## src/rtl/bpu_pkg.sv

```systemverilog
// Shared constants and types for the branch prediction unit: branch opcode,
// funct3 condition codes and the 2-bit saturating counter type.
package bpu_pkg;

  localparam logic [6:0] OP_BRANCH = 7'b1100011;

  typedef enum logic [2:0] {
    BEQ  = 3'b000,
    BNE  = 3'b001,
    BLT  = 3'b100,
    BGE  = 3'b101,
    BLTU = 3'b110,
    BGEU = 3'b111
  } funct3_e;

  typedef logic [1:0] cnt_t;
  localparam cnt_t CNT_WNT = 2'b01;

endpackage

```

## src/rtl/branch_cmp.sv

```systemverilog
// Combinational branch condition evaluator; valid_funct flags funct3 codes
// that name a real conditional branch.
module branch_cmp
  import bpu_pkg::*;
#(
  parameter int XLEN = 32
) (
  input  logic [XLEN-1:0] rs1,
  input  logic [XLEN-1:0] rs2,
  input  logic [2:0]      funct3,
  output logic            taken,
  output logic            valid_funct
);

  logic signed [XLEN-1:0] rs1_s;
  logic signed [XLEN-1:0] rs2_s;

  assign rs1_s = rs1;
  assign rs2_s = rs2;

  always_comb begin
    taken       = 1'b0;
    valid_funct = 1'b1;
    case (funct3)
      BEQ:     taken = (rs1 == rs2);
      BNE:     taken = (rs1 != rs2);
      BLT:     taken = (rs1_s <  rs2_s);
      BGE:     taken = (rs1_s >= rs2_s);
      BLTU:    taken = (rs1 <  rs2);
      BGEU:    taken = (rs1 >= rs2);
      default: valid_funct = 1'b0;
    endcase
  end

endmodule

```

## src/rtl/branch_predict_unit.sv

```systemverilog
// Bimodal branch predictor with execute-stage resolution and redirect.
// Optional statistics counters are built when BPU_STATS_EN is defined.
module branch_predict_unit
  import bpu_pkg::*;
#(
  parameter int XLEN      = 32,
  parameter int BHT_DEPTH = 64
) (
  input  logic            clk,
  input  logic            rst_n,
  input  logic [XLEN-1:0] f_pc,
  output logic            f_pred_taken,
  input  logic            e_valid,
  input  logic [6:0]      e_opcode,
  input  logic [2:0]      e_funct3,
  input  logic [XLEN-1:0] e_rs1,
  input  logic [XLEN-1:0] e_rs2,
  input  logic [XLEN-1:0] e_pc,
  input  logic [XLEN-1:0] e_target,
  input  logic            e_pred_taken,
  output logic            mispredict,
  output logic [XLEN-1:0] redirect_pc,
  output logic [31:0]     br_count,
  output logic [31:0]     miss_count
);

  localparam int IDX_W = $clog2(BHT_DEPTH);

  function automatic cnt_t sat_cnt(input cnt_t c, input logic up);
    if (up) return (c == 2'b11) ? c : c + 2'd1;
    return (c == 2'b00) ? c : c - 2'd1;
  endfunction

  cnt_t             bht [BHT_DEPTH];
  logic [IDX_W-1:0] f_idx;
  logic [IDX_W-1:0] e_idx;
  logic             unused_pc_bits;

  assign f_idx          = f_pc[IDX_W+1:2];
  assign e_idx          = e_pc[IDX_W+1:2];
  assign unused_pc_bits = ^{f_pc[XLEN-1:IDX_W+2], f_pc[1:0]};

  // Lookup reads the registered table, so a same-cycle update is not visible yet.
  assign f_pred_taken = bht[f_idx][1];

  // Stage p0: execute-stage resolution
  logic            cmp_taken_p0;
  logic            cmp_valid_p0;
  logic            resolve_p0;
  logic            taken_p0;
  logic            mis_p0;
  logic [XLEN-1:0] redir_p0;

  branch_cmp #(.XLEN(XLEN)) u_cmp (
    .rs1         (e_rs1),
    .rs2         (e_rs2),
    .funct3      (e_funct3),
    .taken       (cmp_taken_p0),
    .valid_funct (cmp_valid_p0)
  );

  assign resolve_p0 = e_valid && (e_opcode == OP_BRANCH) && cmp_valid_p0;
  assign taken_p0   = resolve_p0 && cmp_taken_p0;
  // Non-branches predicted taken fall out here as mispredicts to PC+4.
  assign mis_p0     = e_valid && (taken_p0 != e_pred_taken);
  assign redir_p0   = taken_p0 ? e_target : e_pc + XLEN'(4);

  always_ff @(posedge clk or negedge rst_n) begin
    if (!rst_n) begin
      for (int i = 0; i < BHT_DEPTH; i++) bht[i] <= CNT_WNT;
    end else if (resolve_p0) begin
      bht[e_idx] <= sat_cnt(bht[e_idx], taken_p0);
    end
  end

  // Stage p1: registered redirect
  logic            mis_p1;
  logic [XLEN-1:0] redir_p1;

  always_ff @(posedge clk or negedge rst_n) begin
    if (!rst_n) begin
      mis_p1   <= 1'b0;
      redir_p1 <= '0;
    end else begin
      mis_p1 <= mis_p0;
      if (mis_p0) redir_p1 <= redir_p0;
    end
  end

  assign mispredict  = mis_p1;
  assign redirect_pc = redir_p1;

`ifdef BPU_STATS_EN
  function automatic logic [31:0] sat_inc32(input logic [31:0] v);
    return (v == 32'hFFFF_FFFF) ? v : v + 32'd1;
  endfunction

  logic [31:0] br_cnt_q;
  logic [31:0] miss_cnt_q;

  always_ff @(posedge clk or negedge rst_n) begin
    if (!rst_n) begin
      br_cnt_q   <= '0;
      miss_cnt_q <= '0;
    end else begin
      if (resolve_p0) br_cnt_q   <= sat_inc32(br_cnt_q);
      if (mis_p0)     miss_cnt_q <= sat_inc32(miss_cnt_q);
    end
  end

  assign br_count   = br_cnt_q;
  assign miss_count = miss_cnt_q;
`else
  assign br_count   = '0;
  assign miss_count = '0;
`endif

endmodule

```

## config.mk

```make
export PLATFORM = sky130hd
export DESIGN_NAME = branch_predict_unit
export DESIGN_NICKNAME = d
export VERILOG_FILES = /design/src/rtl/bpu_pkg.sv /design/src/rtl/branch_cmp.sv /design/src/rtl/branch_predict_unit.sv
export SDC_FILE = /design/constraint.sdc
export NUM_CORES = 1
export LEC_CHECK = 0
export BUFFER_PORTS_ARGS = -buffer_cell sky130_fd_sc_hd__buf_2
export CAP_MARGIN = 20
export CORE_ASPECT_RATIO = 1.2
export CORE_MARGIN = 10
export CORE_UTILIZATION = 50
export CTS_CLUSTER_SIZE = 25
export DETAILED_ROUTE_END_ITERATION = 6
export GPL_TIMING_DRIVEN = 0
export PLACE_DENSITY_LB_ADDON = 0.1
export RECOVER_POWER = 50
export SYNTH_ARGS = -nofsm -noshare
export SYNTH_HDL_FRONTEND = slang
export SYNTH_HIERARCHICAL = 1
export SYNTH_SLANG_ARGS = --single-unit
export TNS_END_PERCENT = 1
```

## constraint.sdc

```tcl
create_clock -name clk -period 4.88 [get_ports clk]
set_clock_uncertainty 0.2 [all_clocks]
set_input_delay 0 -clock clk [delete_from_list [all_inputs] [get_ports clk]]
set_output_delay 0 -clock clk [all_outputs]
set_load 0.05 [all_outputs]
```

# [Yosys cells after proc, flatten, opt, wreduce, memory -nomap -nowiden]
# Index checks and enable logic that the tools add are counted.
[totals] register_bits=161 latch_bits=0 ramBits=0 mem_bits_ro=0 input_bits=174 output_inout_bits=98 word_cells=115 memories=0
[op_classes] n_addsub=3 mul=0 div_mod_pow=0 magnitude_cmp=7 eq_ne=10 shifts=0 mux=19 bitwise_logic=2 n_reduce_logical=8
[op_table] op="$bwmux 128" n=1
[op_table] op="$ge 32x32->1" n=2
[op_table] op="$lt 32x32->1" n=2
[op_table] op="$add 32x3->32 const B" n=1
[op_table] op="$eq 32x32->1" n=1
[op_table] op="$mux 32" n=1
[op_table] op="$ne 32x32->1" n=1
[op_table] op="$bmux 2 s6" n=2
[op_table] op="$mux 2" n=10
[op_table] op="$ge 7x7->1 const B" n=2
[op_table] op="$not 6->7" n=2
[op_table] op="$demux 2 s6" n=1
[op_table] op="$eq 3x3->1 const B" n=4
[op_table] op="$eq 7x7->1 const B" n=1
[op_table] op="$lt 7x1->1 const B" n=1
[op_table] op="$pmux 1 s6" n=1
[op_table] op="$reduce_or 6->1" n=1
[op_table] op="$logic_and 1x1->1" n=5
[op_table] op="$eq 3x1->1 const B" n=1
[op_table] op="$logic_not 3->1" n=1
[op_table] op="$mux 1" n=3
[op_table] op="$add 2x1->2 const B" n=1
[op_table] op="$eq 2x2->1 const B" n=1
[op_table] op="$logic_not 2->1" n=1
[op_table] op="other kinds (2)" n=2

# [Longest topological paths before layout]
# Gate-level depths: netlist of run 1.
[logic_depth] depth_word=10 mapped_depth=17

# [Cells and area by module]
# Netlist of run 1, hierarchy kept.
[by_module_without_submodules] module="branch_predict_unit" n_inst=1 cells_each=943 area_each_um2=9322.7
[by_module_without_submodules] module="branch_cmp" n_inst=1 cells_each=133 area_each_um2=996.0

# [Least setup slack after synthesis of run 1]
# Ideal clock, no wire load.
[synth_timing] path_kind="input to register" startpoint="input port e_rs2[5]" endpoint="register redir_p1[25] (netlist: redirect_pc[25])" setup_ns=0.127 t_arrival_ns=2.812 required_ns=4.553 path_slack_ns=1.741 path_stages=17 cell_sequence="inv_1 ha_1 a21o_1 a21o_1 a2111oi_4 o21ai_2 or3_1 nand4_1 nor2_1 and2_1 clkbuf_1 xnor2_1 nand2b_1 clkbuf_1 clkinv_1 o21ai_0 o21ai_0"
[synth_via] elab_chain_cells=5
[synth_rtl] item="start: declaration" line="branch_predict_unit.sv:17" source="input logic [XLEN-1:0] e_rs2,"
[synth_rtl] item="$ge 32x32->1 (tied with other cells)" line="branch_cmp.sv:30" source="BGEU: taken = (rs1 >= rs2);"
[synth_rtl] item="$pmux 1 s6 (*)" line="branch_cmp.sv:24" source="case (funct3)"
[synth_rtl] item="named net cmp_taken_p0" line="branch_predict_unit.sv:47" source="logic cmp_taken_p0;"
[synth_rtl] item="$logic_and 1x1->1 (*)" line="branch_predict_unit.sv:63" source="assign taken_p0 = resolve_p0 && cmp_taken_p0;"
[synth_rtl] item="$ne 1x1->1 (*)" line="branch_predict_unit.sv:65" source="assign mis_p0 = e_valid && (taken_p0 != e_pred_taken);"
[synth_rtl] item="$logic_and 1x1->1 (*)" line="branch_predict_unit.sv:65"
[synth_rtl] item="named net mis_p0" line="branch_predict_unit.sv:51" source="logic mis_p0;"
[synth_rtl] item="end signal: assignment" line="branch_predict_unit.sv:86" source="if (mis_p0) redir_p1 <= redir_p0;"
[synth_rtl] item="end: declaration" line="branch_predict_unit.sv:78" source="logic [XLEN-1:0] redir_p1;"
# The timed path passes the listed nets; every way through them passes the cells marked *.
# A chain may end at the register's enable or synchronous reset.

==> flow_metrics.env, run 1 <==
export IMPL_grt_max_degree=124
export IMPL_vias_per_cell=5.53
export IMPL_dp_cells=1582
export IMPL_avgSynthCellArea_sq_um=9.59
export IMPL_place_congestion=0.941
export IMPL_tritoncts="yes"
export IMPL_cp_max_fo=123
export IMPL_num_fill_cells=1653
export IMPL_cts_sinks=161
export IMPL_place_ws_ps=957
export IMPL_htree_levels=4
export IMPL_startpoint_type="input pin"
export IMPL_fp_dieW_um=151
export IMPL_first_pass_iters=5
export IMPL_path_class="input pin to async pin"
export IMPL_first_iter_violations=693
export IMPL_final_layout_size_suffix_gt1_share_pct=30.7
export IMPL_post_route_drc_count=0
export IMPL_die_y_um=177
export IMPL_clock_path_buffers=2
export IMPL_num_rows=57
export IMPL_yosys_warnings=6
export IMPL_clkLatencyLatePin_ps=440
export IMPL_powerDensity_nw_per_um2=277
export IMPL_finalCriticalPeriod_ps=4030
export IMPL_antenna_found_initial=2
export IMPL_finalWirelength_um=34900
export IMPL_synth_ff_latch_count=161
export IMPL_synthFlopType="dfrtp_1"
export IMPL_max_freq_mhz=248
export IMPL_fin_ws_ps=851
export IMPL_grt_pass1_vias=9486
export IMPL_antenna_left=0
export IMPL_async_flop_share_pct=100
export IMPL_cts_inserted_buffers=17
export IMPL_coreArea_sq_um=20300
export IMPL_start_util_pct=50.9
export IMPL_io_buffers=177
export IMPL_rsz0062_at_grt="false"
export IMPL_cts_root_buf="clkbuf_16"
export IMPL_gr_usage_all_layers_pct=25.6
export IMPL_drv_slew=155
export IMPL_slew_headroom_pct=-83.8
export IMPL_wire_per_inst_um=20.6
export IMPL_synth_edf_count=0
export IMPL_synth_cell_types=72
export IMPL_worst_slew_pin_slew_ps=2760
export IMPL_cp_arrival_ps=3770
export IMPL_final_common_cell="nand2_1"
export IMPL_required_ps=4620
export IMPL_hold_path_class="input pin to flip-flop"
export IMPL_num_io_pins=272
export IMPL_synthCells=1076
export IMPL_num_vias=9360
export IMPL_grt_pass1_wl_um=53300
export IMPL_yosysSeqAreaShare_pct=39.8
export IMPL_instances_no_fill=1692
export IMPL_layout_common_cells="nand2_1, buf_2, dfrtp_1"
export IMPL_place_detailed_hpwl_um=25800
export IMPL_final_hold_violation_count=0
export IMPL_grt_overflow=0
export IMPL_finalCritPeriodShare_pct=82.6
export IMPL_finalSetupViolations=0
export IMPL_cap_violations=2
export IMPL_power_w=0.00365
export IMPL_end_kind="async pin"
export IMPL_cts_reportedPaths_clkPinSlew_ps=70
export IMPL_violations="capacitance limit, slew limit"
export IMPL_finalSetupTns_ps=0
export IMPL_syn_area_sq_um=10300
export IMPL_dieArea_sq_um=26800
export IMPL_syn_to_final_growth_pct=27.6
export IMPL_outcome="complete, but fails checks"
export IMPL_num_nets_final=1618
export IMPL_p_leak_nw=6.15
export IMPL_postCtsSetupRepairBufs=0
export IMPL_vdd_drop_max_mv=0.254
export IMPL_r2r_setup_slack_ps=1490
[Yosys cell counts, types with 5 or more instances]
| master | count | share of area (%) |
|---|---|---|
| nand2b_1 | 7 | 0.42 |
| inv_1 | 43 | 1.6 |
| buf_6 | 8 | 0.87 |
| xnor2_1 | 15 | 1.3 |
| dfstp_2 | 64 | 16 |
| nor2b_1 | 5 | 0.30 |
| nor2_1 | 55 | 2.0 |
| nor3_1 | 9 | 0.44 |
| mux2_2 | 69 | 7.5 |
| and2_1 | 7 | 0.42 |
| clkbuf_1 | 32 | 1.2 |
| ha_1 | 33 | 4.0 |
| o21ai_1 | 7 | 0.34 |
| buf_4 | 64 | 4.7 |
| a21o_1 | 5 | 0.36 |
| a31oi_1 | 6 | 0.36 |
| nor4_1 | 5 | 0.30 |
| mux2i_1 | 31 | 3.0 |
| a21oi_1 | 36 | 1.7 |
| nand3_1 | 23 | 1.1 |
| buf_2 | 10 | 0.49 |
| mux4_2 | 28 | 6.1 |
| and3_1 | 9 | 0.55 |
| xor2_1 | 14 | 1.2 |
| and3b_1 | 5 | 0.42 |
| dfrtp_1 | 97 | 24 |
| nand2_1 | 198 | 7.2 |
| buf_1 | 7 | 0.25 |
| o21ai_0 | 96 | 4.7 |
| nand4_1 | 14 | 0.85 |
| o22ai_1 | 5 | 0.30 |
[critical path, cell delays in order]
cell and delay (ps):
dlygate4sd3_1 520, dlygate4sd3_1 550, clkbuf_1 540, buf_2 2040
[timing repair]
action                    4_1_cts  5_1_grt
hold endpoints to repair      138        0
hold buffers                   74        0
resized for setup               0        0
[sequential cells by signal (all words and copies together) (netlist names)]
register / flops
redirect_pc: 32
bht: 128
mispredict: 1
[worst paths after layout]
path,from,endpoint,cells after the start
max reg2reg,bht[88],bht[2],8
max in group clk,e_rs2[31],redirect_pc[13],18
max,rst_n,bht[99],4
min,e_valid,redirect_pc[2],4
min reg2reg,bht[44],bht[44],2
min in group asynchronous,rst_n,bht[12],3
[metrics by stage]
step	area [sq um]	util (%)	hold WS, ps
after CTS	13200	65.4	0.0590
after floorplan	10600	-	-496
after global routing	13200	65.0	90.6
after detailed placement	11800	58.4	-304
final	13200	65.0	4.56
after global placement	11800	58.1	63.5
[cell families (layout without fill, tap and decap cells)]
family / Yosys count / after routing / share of synthesized area [%]
xor+xnor: 29 / 29 / 2.46
other cells: 1 / 67 / 0.0363
flops: 161 / 161 / 39.8
compound gates: 197 / 197 / 11.8
fa+ha+maj: 35 / 35 / 4.24
simple gates: 359 / 359 / 15.9
mux: 128 / 128 / 16.6
buf+inv: 166 / 451 / 9.07
[metal layers]
layer	vias up	GRT usage, %	wire length [um]
li1	4335	-	-
met1	4464	29.9	13100
met2	467	43.6	17000
met3	94	6.57	3390
met4	0	10.4	1390
met5	-	0	0
[report_power, final]
group	switching [W]	internal [W]	total (W)
clock	0.000591	0.000920	0.00151
combinational	0.000506	0.000243	0.000748
sequential	0.0000195	0.00137	0.00139
total	0.00112	0.00254	0.00365
[area by class of cell]
class                   instances  area [sq um]  share of cell area [%]
repair buffers                253          1600                    12.1
multi-input cells             812          5530                    42.0
inverters                      45           169                    1.28
flip-flops and latches        161          4110                    31.2
clock buffers                  18           429                    3.26
plain buffers                 121           767                    5.82
well taps                     265           332                    2.52
clock inverters                14           226                    1.72
diodes                          3          7.51                  0.0570
Note: power is estimated with default switching activity, not from simulation.
==> run 2, diff against run 1 <==
ABC_AREA = 1   (was default)
clock period = 3.25 ns   (was 4.88 ns; I/O delays follow)
==> run 2 against run 1 <==
Against the previous run: the run still ends with capacitance limit, slew limit left; clock power is 32% higher; worst hold slack worse by 3.7 ps; first-iteration DRC count is 57% higher; register-to-register slack worse by 540 ps; synthesized cell count is 66% higher; non-clock buffer count is 14 higher; worst setup slack worse by 640 ps; clock-buffer cell count is 1 higher; via count is 37% higher; sequential power is 50% higher; largest power group is now sequential cells; highest routed layer unchanged.
==> flow_metrics.env, run 2 <==
export IMPL_outcome="complete, but fails checks"
export IMPL_violations="capacitance limit, slew limit"
export IMPL_coreArea_sq_um=22600
export IMPL_post_route_drc_count=0
export IMPL_num_fill_cells=2111
export IMPL_num_vias=12810
export IMPL_synth_compound_area_share_pct=7.75
export IMPL_startpoint_type="input pin"
export IMPL_htree_levels=4
export IMPL_worst_slew_pin_slew_ps=1740
export IMPL_post_synth_top_count_cell="nand2_1"
export IMPL_clkLatencyLatePin_ps=440
export IMPL_grt_pass1_vias=12507
export IMPL_place_detailed_hpwl_um=32000
export IMPL_synth_top_family_by_area="simple AND/OR/NAND/NOR gates"
export IMPL_fin_ws_ps=215
export IMPL_synthMuxAreaShare_pct=0
export IMPL_utilization_pct=64.1
export IMPL_avgSynthCellArea_sq_um=6.47
export IMPL_die_y_um=186
export IMPL_cp_arrival_ps=3160
export IMPL_hold_path_class="input pin to flip-flop"
export IMPL_rsz0062_at_grt="true"
export IMPL_clock_path_buffers=2
export IMPL_cts_sinks=161
export IMPL_grt_overflow=0
export IMPL_slew_headroom_pct=-15.8
export IMPL_first_pass_iters=6
export IMPL_place_ws_ps=-40.2
export IMPL_num_rows=60
export IMPL_yosys_area_share_adder_pct=3.58
export IMPL_required_ps=3370
export IMPL_final_common_cell="nand2_1"
export IMPL_tritoncts="yes"
export IMPL_async_flop_share_pct=100
export IMPL_num_io_pins=272
export IMPL_vias_per_cell=5.22
export IMPL_io_buffers=176
export IMPL_final_layout_size_suffix_gt1_share_pct=18.8
export IMPL_synth_top_cell_area_share_pct=24.8
export IMPL_synthCells=1786
export IMPL_cts_inserted_buffers=17
export IMPL_first_iter_violations=1091
export IMPL_power_w=0.00532
export IMPL_synth_area_leaders="nand2_1, dfrtp_1, dfstp_2"
export IMPL_cap_violations=1
export IMPL_finalCritPeriodShare_pct=93.4
export IMPL_drv_slew=24
export IMPL_finalSetupViolations=0
export IMPL_vdd_drop_max_mv=0.360
export IMPL_synth_ff_latch_count=161
export IMPL_final_hold_violation_count=0
export IMPL_layout_common_cells="nand2_1, buf_2, inv_1"
export IMPL_antenna_found_initial=2
export IMPL_yosys_area_top_type="nand2_1"
export IMPL_largest_register="bht"
export IMPL_postCtsSetupRepairBufs=0
export IMPL_num_nets_final=2333
export IMPL_powerDensity_nw_per_um2=367
export IMPL_synthFlopType="dfrtp_1"
export IMPL_syn_area_sq_um=11500
export IMPL_ff2ff_path_depth=14
export IMPL_cp_max_fo=10
export IMPL_cts_reportedPaths_clkPinSlew_ps=70
export IMPL_start_util_pct=51.1
export IMPL_place_congestion=0.976
export IMPL_hold_depth=7
export IMPL_yosys_warnings=6
export IMPL_yosysSeqAreaShare_pct=35.6
export IMPL_syn_to_final_growth_pct=25.3
export IMPL_end_kind="flip-flop"
export IMPL_grt_pass1_wl_um=69900
export IMPL_finalWirelength_um=44800
export IMPL_gr_usage_all_layers_pct=29.4
export IMPL_grt_max_degree=91
export IMPL_fp_dieW_um=159
export IMPL_synth_edf_count=0
export IMPL_synth_simple_area_share_pct=38.6
export IMPL_cts_root_buf="clkbuf_16"
export IMPL_synth_cell_types=39
export IMPL_p_leak_nw=7.71
export IMPL_max_freq_mhz=330
export IMPL_ys_top_cells_by_count="nand2_1, inv_1, nor2_1, nand3_1, dfrtp_1"
export IMPL_path_class="input pin to flip-flop"
export IMPL_largest_reg_flops=128
export IMPL_finalCriticalPeriod_ps=3030
export IMPL_wire_per_inst_um=18.3
export IMPL_dieArea_sq_um=29600
export IMPL_synth_xor_area_share_pct=0.683
export IMPL_antenna_left=0
==> run 2: cells by family after synthesis <==
group | after synthesis
AO/OA/AOI/OAI | 158
XOR/XNOR | 9
adder cells (fa/ha/maj) | 33
buffers and inverters | 319
flip-flops | 161
other | 1
AND/OR/NAND/NOR | 1105
==> run 2: layout make-up <==
| type | count | area [sq um] | area share [%] |
|---|---|---|---|
| multi-input combinational | 1369 | 6100 | 42.1 |
| sequential | 161 | 4110 | 28.4 |
| timing repair buffer | 258 | 1700 | 11.7 |
| buffer | 130 | 892 | 6.16 |
| inverter | 189 | 709 | 4.90 |
| clock buffer | 19 | 443 | 3.06 |
| tap | 310 | 388 | 2.68 |
| clock inverter | 13 | 128 | 0.882 |
| antenna | 3 | 7.51 | 0.0519 |
==> run 2: power breakdown <==
part           switching [W]  internal, W
registers          0.0000321      0.00206
logic               0.000858     0.000367
clock network       0.000910      0.00109
total                0.00180      0.00352
==> run 2: through the flow <==
step	hold WS (ps)	std cells	instance area, sq um	TNS, ps
2_1_floorplan	-496	1849	11800	0
3_5_place_dp	-206	2336	13100	-176
5_1_grt	54.1	2450	14500	-1210
6_report	0.894	2452	14500	0
3_3_place_gp	58.3	2335	13100	-50760
4_1_cts	2.76	2449	14500	0
==> run 2: final timing paths <==
kind                       slack [ps]  startpoint               to
max reg2reg                       950    bht[122]         bht[102]
min reg2reg                       260     bht[20]          bht[20]
min in group asynchronous        1000       rst_n          bht[14]
min                               0.9    e_pc[29]  redirect_pc[31]
max                               220     e_pc[3]  redirect_pc[31]
max in group asynchronous         330       rst_n          bht[79]
==> run 2: timing repair <==
item                                    CTS  global route
hold buffers                             81             0
endpoints found under the hold margin   154             0
endpoints found under the setup margin    0            19
resized for setup                         0            12
==> run 2: critical path, cell delays in order <==
cell and delay, ps:
dlygate4sd3_1 560, buf_2 120, buf_2 260, nand2_2 260, nor2_4 190, nand2_2 110
nor3b_1 410, nand4_1 170, nor2_1 260, nor2_1 60, dlygate4sd3_1 560, nor2_1 130
o21ai_1 60
==> run 2: routing by layer <==
layer | global-route usage [%] | wire (um)
met5 | 0 | 0
met4 | 14.6 | 2090
met3 | 5.74 | 4100
met2 | 49.4 | 21100
met1 | 35.1 | 17500
